$ cat config.mk
export PLATFORM = sky130hd
export DESIGN_NAME = regfile_wr_arbiter
export DESIGN_NICKNAME = d
export VERILOG_FILES = /design/src/rtl/regfile_pkg.sv /design/src/rtl/rr_arbiter.sv /design/src/rtl/regfile_wr_arbiter.sv
export SDC_FILE = /design/constraint.sdc
export NUM_CORES = 1
export LEC_CHECK = 0
export BUFFER_PORTS_ARGS = -buffer_cell sky130_fd_sc_hd__clkbuf_2
export CAP_MARGIN = 15
export CORE_MARGIN = 5
export CORE_UTILIZATION = 39
export DETAILED_ROUTE_END_ITERATION = 6
export GPL_TIMING_DRIVEN = 0
export PLACE_DENSITY = 0.82
export SLEW_MARGIN = 20
export SYNTH_ARGS = -nofsm -noshare
export SYNTH_HDL_FRONTEND = slang
export SYNTH_HIERARCHICAL = 1
export SYNTH_SLANG_ARGS = --single-unit
$ cat constraint.sdc
create_clock -name i_clk -period 3.1 [get_ports i_clk]
set_clock_uncertainty 0.2 [all_clocks]
set_input_delay 0.31 -clock i_clk [delete_from_list [all_inputs] [get_ports i_clk]]
set_output_delay 0.31 -clock i_clk [all_outputs]
set_load 0.1 [all_outputs]
$ cat src/rtl/regfile_pkg.sv
// Shared types and constants for the register-file write path.
package regfile_pkg;

    localparam int ADDR_W   = 5;
    localparam int DATA_W   = 32;
    localparam int NUM_REGS = 32;

    typedef enum logic [0:0] {
        CLEAR = 1'b0,
        ARB   = 1'b1
    } state_e;

    // Round-robin successor of a granted index, wrapping at n.
    function automatic int next_ptr(input int g, input int n);
        return ((g + 1) >= n) ? 0 : (g + 1);
    endfunction

endpackage

$ cat src/rtl/rr_arbiter.sv
// Round-robin grant: first asserted request at or after ptr, wrapping modulo N.
module rr_arbiter #(
    parameter int N     = 3,
    parameter int PTR_W = (N > 1) ? $clog2(N) : 1
) (
    input  logic [N-1:0]     req,
    input  logic [PTR_W-1:0] ptr,
    output logic [N-1:0]     gnt
);

    logic found_s;
    int   idx_s;

    // Scan the requests starting from the pointer; the first hit wins.
    always_comb begin
        gnt     = {N{1'b0}};
        found_s = 1'b0;
        idx_s   = 0;
        for (int i = 0; i < N; i++) begin
            idx_s = (int'(ptr) + i) % N;
            for (int k = 0; k < N; k++) begin
                if (!found_s && (k == idx_s) && req[k]) begin
                    gnt[k]  = 1'b1;
                    found_s = 1'b1;
                end else begin
                    found_s = found_s;
                end
            end
        end
    end

endmodule

$ cat src/rtl/regfile_wr_arbiter.sv
// Register-file write-port controller: round-robin writeback arbitration plus an
// optional x1..x31 zeroing sweep, enabled with the REGFILE_CLEAR_EN macro.
module regfile_wr_arbiter #(
    parameter int NUM_REQ = 3,
    parameter int DATA_W  = 32,
    parameter int ADDR_W  = 5
) (
    input  logic                      i_clk,
    input  logic                      i_rst_n,
    input  logic [NUM_REQ-1:0]        i_req_valid,
    input  logic [NUM_REQ*ADDR_W-1:0] i_req_addr,
    input  logic [NUM_REQ*DATA_W-1:0] i_req_data,
    output logic [NUM_REQ-1:0]        o_req_ready,
    input  logic                      i_clear,
    output logic                      o_wr_en,
    output logic [ADDR_W-1:0]         o_wr_addr,
    output logic [DATA_W-1:0]         o_wr_data,
    output logic                      o_busy
);

    import regfile_pkg::*;

    localparam int PTR_W = (NUM_REQ > 1) ? $clog2(NUM_REQ) : 1;

`ifdef REGFILE_CLEAR_EN
    localparam state_e RESET_STATE = CLEAR;
    localparam logic [ADDR_W-1:0] FIRST_ADDR = {{(ADDR_W-1){1'b0}}, 1'b1};
    localparam logic [ADDR_W-1:0] LAST_ADDR  = ADDR_W'(NUM_REGS - 1);
`else
    localparam state_e RESET_STATE = ARB;
`endif

    state_e              state_r;
    logic [PTR_W-1:0]    ptr_r;
    logic                wr_en_r;
    logic [ADDR_W-1:0]   wr_addr_r;
    logic [DATA_W-1:0]   wr_data_r;
`ifdef REGFILE_CLEAR_EN
    logic [ADDR_W-1:0]   cnt_r;
`endif

    logic                clear_s;
    logic                arb_en_s;
    logic [NUM_REQ-1:0]  arb_req_s;
    logic [NUM_REQ-1:0]  gnt_s;
    logic                gnt_any_s;
    logic [PTR_W-1:0]    gnt_idx_s;
    logic [ADDR_W-1:0]   sel_addr_s;
    logic [DATA_W-1:0]   sel_data_s;

`ifdef REGFILE_CLEAR_EN
    assign clear_s = i_clear;
    assign o_busy  = (state_r == CLEAR);
`else
    // Without the sweep the clear input has no effect and busy never rises.
    assign clear_s = 1'b0;
    assign o_busy  = 1'b0 & i_clear;
`endif

    // A clear request in ARB takes the cycle, so no grant may be issued alongside it.
    assign arb_en_s  = (state_r == ARB) && !clear_s;
    assign arb_req_s = i_req_valid & {NUM_REQ{arb_en_s}};

    rr_arbiter #(
        .N     (NUM_REQ),
        .PTR_W (PTR_W)
    ) u_rr (
        .req (arb_req_s),
        .ptr (ptr_r),
        .gnt (gnt_s)
    );

    assign o_req_ready = gnt_s;
    assign gnt_any_s   = |gnt_s;

    // One-hot AND-OR select of the granted requester's address, data and index.
    always_comb begin
        sel_addr_s = {ADDR_W{1'b0}};
        sel_data_s = {DATA_W{1'b0}};
        gnt_idx_s  = {PTR_W{1'b0}};
        for (int k = 0; k < NUM_REQ; k++) begin
            sel_addr_s = sel_addr_s | (gnt_s[k] ? i_req_addr[k*ADDR_W +: ADDR_W] : {ADDR_W{1'b0}});
            sel_data_s = sel_data_s | (gnt_s[k] ? i_req_data[k*DATA_W +: DATA_W] : {DATA_W{1'b0}});
            gnt_idx_s  = gnt_idx_s  | (gnt_s[k] ? PTR_W'(k) : {PTR_W{1'b0}});
        end
    end

    // Controller FSM with the write-port output register.
    always_ff @(posedge i_clk or negedge i_rst_n) begin
        if (!i_rst_n) begin
            state_r   <= RESET_STATE;
            ptr_r     <= {PTR_W{1'b0}};
            wr_en_r   <= 1'b0;
            wr_addr_r <= {ADDR_W{1'b0}};
            wr_data_r <= {DATA_W{1'b0}};
`ifdef REGFILE_CLEAR_EN
            cnt_r     <= FIRST_ADDR;
`endif
        end else begin
            case (state_r)
                ARB: begin
                    if (clear_s) begin
                        state_r <= CLEAR;
                        wr_en_r <= 1'b0;
                    end else if (gnt_any_s) begin
                        // x0 is hardwired, so its write is consumed but not enabled.
                        wr_en_r   <= (sel_addr_s != {ADDR_W{1'b0}});
                        wr_addr_r <= sel_addr_s;
                        wr_data_r <= sel_data_s;
                        ptr_r     <= PTR_W'(next_ptr(int'(gnt_idx_s), NUM_REQ));
                    end else begin
                        wr_en_r <= 1'b0;
                    end
                end
`ifdef REGFILE_CLEAR_EN
                CLEAR: begin
                    wr_en_r   <= 1'b1;
                    wr_addr_r <= cnt_r;
                    wr_data_r <= {DATA_W{1'b0}};
                    if (cnt_r == LAST_ADDR) begin
                        state_r <= ARB;
                        cnt_r   <= FIRST_ADDR;
                    end else begin
                        cnt_r   <= cnt_r + {{(ADDR_W-1){1'b0}}, 1'b1};
                    end
                end
`endif
                default: begin
                    state_r <= RESET_STATE;
                    wr_en_r <= 1'b0;
                end
            endcase
        end
    end

    assign o_wr_en   = wr_en_r;
    assign o_wr_addr = wr_addr_r;
    assign o_wr_data = wr_data_r;

endmodule
==> flow_metrics.tcl <==
set metrics [dict create \
    status "complete, but fails checks" \
    violations "design-rule violations, negative hold slack" \
    grt_start_max_net_pins 41 \
    worstPathMaxFanout 6 \
    fp-row-count 26 \
    drt_total_wl_um 6970 \
    port-buffer-count 156 \
    setup_slack_ns 0.389 \
    syn_nets 317 \
    yosys_warnings 6 \
    syn2layout_area_growth_pct 50.6 \
    detail_route.vias_per_cell 5.35 \
    post_synth_instance_area_um2 2010 \
    cts_hold_buf 0 \
    final_routed_wire_length_divided_by_cell_count_um 16.1 \
    drt.antenna.violating_nets 0 \
    actual_slew_at_the_worst_max_slew_pin_ns 0.878 \
    timing.slew.headroom_pct 41.5 \
    numPlacedInstances 424 \
    die_width_um 81.8 \
    floorplan.initialDensity_pct 39.9 \
    io_pins 159 \
    globalplace.congestion 0.729 \
    dp_hpwl_um 5370 \
    synth.yosys.seq_area_share_pct 49.8 \
    critical_path_arrival_ns 2.20 \
    final_net_count 480 \
    worst-setup-path-type "reg2out" \
    reported_max_cap_violation_count 0 \
    hold_path_class "in2async" \
    max_slew_violation_total_from_the_final_report 0 \
    grt_pass1_wl_um 10400 \
    gr-usage-all-layers_pct 20.2 \
    insertion_delay_to_the_later_sink_of_the_worst_skew_pair_ns 0.29 \
    final-setup-viol-count 0 \
    final.hold.worst_slack_ns -0.0583 \
    commonest_cells_after_routing_fill_and_taps_aside "155 x sky130_fd_sc_hd__clkbuf_2, 40 x sky130_fd_sc_hd__dfrtp_1, 36 x sky130_fd_sc_hd__a222oi_1, 36 x sky130_fd_sc_hd__nor2_1, 33 x sky130_fd_sc_hd__a21oi_1" \
    cp-end-kind "output pin" \
    yosys_top_cell_area_share_pct 49.8 \
    initial_detailed_routing_violation_count 175 \
    post-place-ws_ns 0.541 \
    cts_buffer_depth 2 \
    core_area_um2 5040 \
    mostFrequentLayoutCell "sky130_fd_sc_hd__clkbuf_2" \
    via_count 2313 \
    drc 10 \
    worst_setup_hold_path_clk_slew_ns 0.08 \
    cts_htree_levels 2 \
    number_of_antenna_violations_at_the_first_check_in_global_routing 0 \
    cts_tree "done" \
    cts_root_buf "sky130_fd_sc_hd__clkbuf_8" \
    startpoint_type "flop" \
    maxClockFrequency_mhz 369 \
    post_cts_sizing 0 \
    insertedDiodeCount 0 \
    worst-endpoint-required_ns 2.59 \
    chipHeight_um 81.8 \
    synthCells 198 \
    post_layout_nonfiller_instances 432 \
    synth.largest_area_cell "sky130_fd_sc_hd__dfrtp_1" \
    unrepaired_setup_endpoints_after_global_routing "false" \
    worstRegToRegCells 8 \
    number_of_global_route_vias_before_repair 2195 \
    cts_made_buffers 5 \
    hold_violations 40 \
    mean_area_per_synthesized_cell_um2 10.2 \
    die_area_um2 6690 \
    global_route.overflow_total 0 \
    post-cts-setup-buffers 0 \
    fin_crit_ns 2.71 \
    yosys.cell_types.count 21 \
    drtPass1Iterations 7 \
    ys_ff_latch 40 \
    period_share_pct 87.5 \
    share_of_final_layout_standard_cells_stronger_than_drive_strength_1_pct 50.0 \
    clock_sink_count 40 \
    ys_top_cells_by_area "sky130_fd_sc_hd__dfrtp_1 50%, sky130_fd_sc_hd__a222oi_1 18%, sky130_fd_sc_hd__a21oi_1 8.2%" \
    final.setup.tns_ns 0 \
]
cells by family (layout without fill, tap and decap cells):
| kind of cell | Yosys count | count (layout) | synth area share [%] |
|---|---|---|---|
| compound gates | 74 | 74 | 29.0 |
| simple gates | 56 | 56 | 11.3 |
| flops | 40 | 40 | 49.8 |
| buf+inv | 25 | 189 | 8.46 |
| fa+ha+maj | 2 | 2 | 1.24 |
| other cells | 1 | 1 | 0.187 |
final cells by class:
type / count / area (µm²)
inverters: 5 / 18.8
clock buffers: 7 / 86.3
well taps: 70 / 87.6
flip-flops and latches: 40 / 1000
plain buffers: 20 / 181
clock inverters: 1 / 7.51
fillers: 457 / 2010
multi-input cells: 133 / 865
repair buffers: 156 / 781
registers in the layout, summed over array words and instances (netlist names):
name,count
ptr_r,2
o_wr_addr,5
o_wr_data,32
o_wr_en,1
stage by stage:
stage | cell area [µm²] | utilization, %
2_1_floorplan | 2070 | -
3_3_place_gp | 2930 | 58.2
3_5_place_dp | 2930 | 58.2
4_1_cts | 3030 | 60.0
5_1_grt | 3030 | 60.0
6_report | 3030 | 60.0
cell usage after synthesis:
library cell / number
sky130_fd_sc_hd__dfrtp_1: 40
sky130_fd_sc_hd__a222oi_1: 36
sky130_fd_sc_hd__nor2_1: 36
sky130_fd_sc_hd__a21oi_1: 33
sky130_fd_sc_hd__nand2_1: 12
sky130_fd_sc_hd__buf_6: 9
sky130_fd_sc_hd__clkbuf_1: 8
sky130_fd_sc_hd__inv_1: 5
sky130_fd_sc_hd__and2_1: 2
sky130_fd_sc_hd__buf_4: 2
sky130_fd_sc_hd__ha_1: 2
sky130_fd_sc_hd__nor3_1: 2
sky130_fd_sc_hd__o41ai_2: 2
sky130_fd_sc_hd__or2_1: 2
sky130_fd_sc_hd__a21o_1: 1
sky130_fd_sc_hd__a22oi_1: 1
sky130_fd_sc_hd__a41o_1: 1
sky130_fd_sc_hd__buf_2: 1
sky130_fd_sc_hd__conb_1: 1
sky130_fd_sc_hd__nand4_1: 1
sky130_fd_sc_hd__or3_1: 1
path summary, 6_finish.rpt:
| kind | from | to | slack (ns) |
|---|---|---|---|
| max in group asynchronous | i_rst_n | o_wr_addr[2] | 2.21 |
| min | i_rst_n | ptr_r[1] | -0.06 |
| max reg2reg | ptr_r[0] | o_wr_data[20] | 0.58 |
| min in group i_clk | i_req_addr[11] | o_wr_addr[1] | 0.08 |
| min reg2reg | o_wr_addr[0] | o_wr_addr[0] | 0.29 |
| max | ptr_r[0] | o_req_ready[2] | 0.39 |
per-layer routing:
metal,vias to the layer above,track usage [%],part of all wire (%)
met4,0,4.32,0.36
met1,1070,25.2,40
met2,141,34.7,49
li1,1098,-,-
met3,4,5.92,11
met5,-,0,0
critical path: stages (launching register included):
cell	delay [ns]
sky130_fd_sc_hd__dfrtp_1	0.38
sky130_fd_sc_hd__inv_1	0.05
sky130_fd_sc_hd__ha_1	0.32
sky130_fd_sc_hd__and2_4	0.16
sky130_fd_sc_hd__o41ai_4	0.46
sky130_fd_sc_hd__clkbuf_2	0.54
Power is not shown: default switching activity piles up to over one toggle a cycle in this logic, so the estimate is an artifact.
